## src/rtl/ctrl_fetch_decode.sv

```systemverilog
// Multi-cycle fetch/decode/sequencing controller feeding the register file.
// One instruction at a time walks FETCH -> DECODE -> EXECUTE -> [MEM] -> WB.
module ctrl_fetch_decode #(
    parameter int PC_WIDTH   = 5,
    parameter int IMEM_DEPTH = 16,
    parameter int DATA_WIDTH = 32
) (
    input  logic                  CLOCK_50,
    input  logic                  RESET_N,
    output logic [PC_WIDTH-1:0]   IMEM_addr,
    input  logic [DATA_WIDTH-1:0] IMEM_data,
    input  logic [PC_WIDTH-1:0]   BRANCH_target,
    output logic [3:0]            IR_ARn,
    output logic [3:0]            IR_ARs,
    output logic [3:0]            IR_ARm,
    output logic [11:0]           IR_imm,
    output logic [3:0]            mux_ARd_or_15,
    output logic                  CNTRL_write_en_ARd,
    output logic [PC_WIDTH-1:0]   PC_next,
    output logic [2:0]            CNTRL_alu_op,
    output logic                  CNTRL_sel_DMEM,
    output logic                  CNTRL_DMEM_we,
    output logic                  halted
);

    typedef enum logic [2:0] {
        S_FETCH   = 3'd0,
        S_DECODE  = 3'd1,
        S_EXECUTE = 3'd2,
        S_MEM     = 3'd3,
        S_WB      = 3'd4,
        S_HALTED  = 3'd5
    } state_t;

    localparam logic [PC_WIDTH-1:0] PC_LAST = PC_WIDTH'(IMEM_DEPTH - 1);

    state_t                state_q, state_d;
    logic [PC_WIDTH-1:0]   pc_q, pc_d;
    logic [DATA_WIDTH-1:0] ir_q, ir_d;

    logic [3:0]            opcode;
    logic                  op_alu, op_ldr, op_str, op_branch, op_halt;
    logic [PC_WIDTH-1:0]   pc_inc, pc_branch;

    assign opcode    = ir_q[31:28];
    assign op_alu    = ~opcode[3];
    assign op_ldr    = (opcode == 4'h8);
    assign op_str    = (opcode == 4'h9);
    assign op_branch = (opcode == 4'hA);
    assign op_halt   = (opcode == 4'hF);

    // PC wraps inside the ROM; out-of-range branch bits are masked away.
    assign pc_inc    = (pc_q == PC_LAST) ? '0 : pc_q + PC_WIDTH'(1);
    assign pc_branch = BRANCH_target & PC_LAST;

    assign IMEM_addr    = pc_q;
    assign PC_next      = pc_q;
    assign IR_ARn       = ir_q[23:20];
    assign IR_ARs       = ir_q[19:16];
    assign IR_ARm       = ir_q[15:12];
    assign IR_imm       = ir_q[11:0];
    assign CNTRL_alu_op = ir_q[31] ? 3'b000 : ir_q[30:28];
    assign halted       = (state_q == S_HALTED);

    always_ff @(posedge CLOCK_50 or negedge RESET_N) begin
        if (!RESET_N) begin
            state_q <= S_FETCH;
            pc_q    <= '0;
            ir_q    <= '0;
        end else begin
            state_q <= state_d;
            pc_q    <= pc_d;
            ir_q    <= ir_d;
        end
    end

    always_comb begin
        state_d            = state_q;
        pc_d               = pc_q;
        ir_d               = ir_q;
        CNTRL_write_en_ARd = 1'b0;
        CNTRL_DMEM_we      = 1'b0;
        CNTRL_sel_DMEM     = 1'b0;
        mux_ARd_or_15      = ir_q[27:24];

        case (state_q)
            S_FETCH: begin
                ir_d    = IMEM_data;
                state_d = S_DECODE;
            end
            S_DECODE: begin
                state_d = op_halt ? S_HALTED : S_EXECUTE;
            end
            S_EXECUTE: begin
                state_d = (op_ldr || op_str) ? S_MEM : S_WB;
            end
            S_MEM: begin
                CNTRL_DMEM_we  = op_str;
                CNTRL_sel_DMEM = op_ldr;
                state_d        = S_WB;
            end
            S_WB: begin
                // NOP opcodes (0xB-0xE) fall through with the write enable low.
                CNTRL_sel_DMEM     = op_ldr;
                CNTRL_write_en_ARd = op_alu || op_ldr || op_branch;
                if (op_branch) begin
                    mux_ARd_or_15 = 4'd15;
                    pc_d          = pc_branch;
                end else begin
                    pc_d = pc_inc;
                end
                state_d = S_FETCH;
            end
            S_HALTED: begin
                state_d = S_HALTED;
            end
            default: begin
                state_d = S_FETCH;
            end
        endcase
    end

endmodule

```

## config.mk

```make
export PLATFORM = sky130hd
export DESIGN_NAME = ctrl_fetch_decode
export DESIGN_NICKNAME = d
export VERILOG_FILES = /design/src/rtl/ctrl_fetch_decode.sv
export SDC_FILE = /design/constraint.sdc
export NUM_CORES = 1
export LEC_CHECK = 0
export CAP_MARGIN = 5
export CORE_ASPECT_RATIO = 1.5
export CORE_MARGIN = 1
export CORE_UTILIZATION = 28
export CTS_CLUSTER_SIZE = 24
export DETAILED_ROUTE_END_ITERATION = 10
export PLACE_DENSITY_LB_ADDON = 0.15
export SYNTH_ARGS = -nofsm -noshare
export SYNTH_HDL_FRONTEND = slang
export SYNTH_SLANG_ARGS = --single-unit
```

## constraint.sdc

```tcl
create_clock -name CLOCK_50 -period 1.54 [get_ports CLOCK_50]
set_input_delay 0.385 -clock CLOCK_50 [delete_from_list [all_inputs] [get_ports CLOCK_50]]
set_output_delay 0.385 -clock CLOCK_50 [all_outputs]
set_load 0.01 [all_outputs]
```

==> metrics.csv <==
stage,metric,value,unit
status,outcome,"finished, violations left",
status,violations,"design-rule violations, negative setup slack",
drt,drc,12,
timing,fmaxAchievable,531,MHz
hold_path,hp-class,in -> async,
synth,synth_fa_ha_area_frac,0.00630,
final_layout,fin_util,0.464,
worst_setup_path,setup.worst_path.class,reg -> out,
synth,synth_simple_gate_area_frac,0.109,
synth,post-synth-top-count-cell,dfrtp_1,
floorplanning,start_util,0.290,
floorplanning,core,0.00685,mm²
drt,routed_wirelength,4960,µm
pwr,p_leak,1.47,nW
timing,maxSlewViolCount,0,
worst_setup_path,arrival,1500,ps
drt,vias_per_cell,4.62,
floorplanning,dieArea,0.00744,mm²
clock_tree,cts_hold_buf,0,
final_layout,antennaDiodeCount,0,
floorplanning,rows,37,
synth,synthFlopType,dfrtp_1,
synth,ys_warn_count,0,
synth,synth_compound_area_frac,0.0573,
final_layout,n_fill_cell,652,
clock_tree,cts_buffer_depth,2,
synth,yosys-top-cells-count,"40 x dfrtp_1, 30 x mux2_2, 29 x buf_4",
drt,firstDrtPassIters,7,
worst_setup_path,required,1150,ps
timing,period_minus_slack,1880,ps
final_layout,syn_to_final_growth,60.0,%
global_routing,overflow,0,
global_routing,track_usage,0.130,
clock_tree,cts_made_buffers,5,
clock_tree,clk_latency,290,ps
clock_tree,cts-root-buf,clkbuf_8,
synth,synth_area_leader_cell,dfrtp_1,
synth,avgSynthCellArea,12.3,µm²
global_routing,antenna_found_initial,0,
synth,synth.area.mux_share,0.192,
synth,async_reset_ff_frac,1.00,
synth,synth_top_family_by_area,multiplexers,
worst_setup_path,start_kind,register,
placed_design,dpl.hpwl,3180,µm
drt,first_iter_violations,47,
job,maxCapViolations,0,
floorplanning,ios,84,
timing,skew,3.41,ps
placed_design,globalplace.congestion,0.708,
clock_tree,path_clk_slew,70,ps
timing,hold_viol,0,
synth,syn-num-nets,202,
clock_tree,cts_num_sinks,40,
timing,timing.final.crit_share,1.22,
synth,ys_seq_area_frac,0.504,
pwr,max-vdd-ir-drop,0.938,mV
drt,vias,1520,
pwr,power.density,2100,mW/mm²
synth,synth.area.top_cells,"dfrtp_1 50%, mux2_2 17%, buf_4 11%, nand2b_1 1.9%, a21oi_1 1.5%",
floorplanning,die_h,105,µm
timing,fin_ws,-344,ps
placed_design,port_buffers,82,
clock_tree,cts_htree_levels,2,
worst_setup_path,crit_path_end_kind,output port,
synth,synth_xor_area_frac,0,
drt,ant_nets,0,
final_layout,drive_gt1_frac,0.386,
floorplanning,die_w,70.8,µm
final_layout,nNetsFinal,291,
global_routing,grt_pass1_vias,1491,
worst_setup_path,crit_path_max_fanout,3,
worst_setup_path,r2r_cells,6,
timing,setup_viol,33,
placed_design,dp_slack,-483,ps
timing,slew_headroom,0.825,
synth,syn-cell-area,0.00199,mm²
clock_tree,cts_tree,yes,
timing,rsz0062_at_grt,yes,
synth,ys_ff_latch,40,
drt,avgRoutedWirePerCell,15.1,µm
global_routing,grt_pass1_wl,7500,µm
timing,worstMarginPinSlew,263,ps
synth,synth-edff-count,0,
global_routing,grt_start_max_net_pins,41,
synth,syn_inst,162,
synth,ys_types,35,
synth,synth_top_cell_area_share,0.504,
[cell usage in the layout, fill, tap and decap left out, types with 2 or more instances in the layout]
cell              n
o21a_1            2
nor2b_1           3
dfrtp_1          40
a41oi_1           2
clkbuf_16         2
nand3b_1          2
clkdlybuf4s50_1  36
dlygate4sd2_1    34
nand2_1           3
a21oi_1           5
buf_12            3
nand4b_1          2
mux2_4           25
clkbuf_8          5
buf_6            12
nor2_1            3
buf_4            19
or3b_4            2
mux2_2            5
buf_2            11
mux2_1            2
mux2i_1           2
nand2b_1          6
[per-layer routing]
metal	routed length [µm]	track usage
met5	0	0
met4	91	0.0486
met3	264	0.0357
met2	2610	0.227
met1	2000	0.149
[final timing paths]
check | start | endpoint | slack [ps]
worst max-delay path | state_q[1] | CNTRL_sel_DMEM | -340
worst min-delay path | RESET_N | ir_q[9] | 60
worst max register to register | state_q[0] | ir_q[23] | -70
worst min register to register | ir_q[9] | ir_q[9] | 490
max in group asynchronous | RESET_N | state_q[1] | 1290
min in group CLOCK_50 | ir_q[9] | ir_q[9] | 490
[sequential cells by signal, indices dropped and copies added, names as in the netlist]
register,cells
ir_q,32
state_q,3
IMEM_addr,5
[through the flow]
| stage | std cells | area (µm²) | setup TNS (ps) | hold slack, ps | power (W) |
|---|---|---|---|---|---|
| after floorplan | 162 | 2020 | -283 | 89.4 | 0.00412 |
| final | 329 | 3180 | -3390 | 57.2 | 0.00666 |
| after global placement | 306 | 2850 | -3390 | 379 | 0.00537 |
| after CTS | 321 | 2980 | -3350 | 59.3 | 0.00610 |
| after detailed placement | 306 | 2850 | -3560 | 374 | 0.00540 |
| after global routing | 329 | 3180 | -5040 | 61.5 | 0.00708 |
[layout make-up]
class	instances	area, µm²	area share
Clock buffer	6	72.6	0.0228
Clock inverter	1	5.00	0.00158
Inverter	1	3.75	0.00118
Multi-Input combinational cell	85	881	0.277
Sequential cell	40	1000	0.315
Tap cell	78	97.6	0.0307
Timing Repair Buffer	118	1120	0.351
[timing repair]
item,4_1_cts,5_1_grt
endpoints found under the setup margin,59,42
buffers inserted,7,6
gates resized for setup,104,26
gates cloned,1,3
pin swaps,6,5
[worst max-delay path, cell delays in order, from the launching register on]
cell and delay, ps:
dfrtp_1 390, or3b_4 430, a211oi_4 230, buf_2 170
[kinds of logic after synthesis]
group	after synthesis
AO/OA/AOI/OAI	17
AND/OR/NAND/NOR	33
flip-flops	40
multiplexers	34
adder cells (fa/ha/maj)	1
buffers and inverters	37
[report_power, final]
part / internal, W / switching [W]
combinational: 0.00250 / 0.00166
sequential: 0.00158 / 0.000275
clock: 0.000308 / 0.000344
total: 0.00438 / 0.00227
No activity file was read; power rests on OpenSTA's default activity.
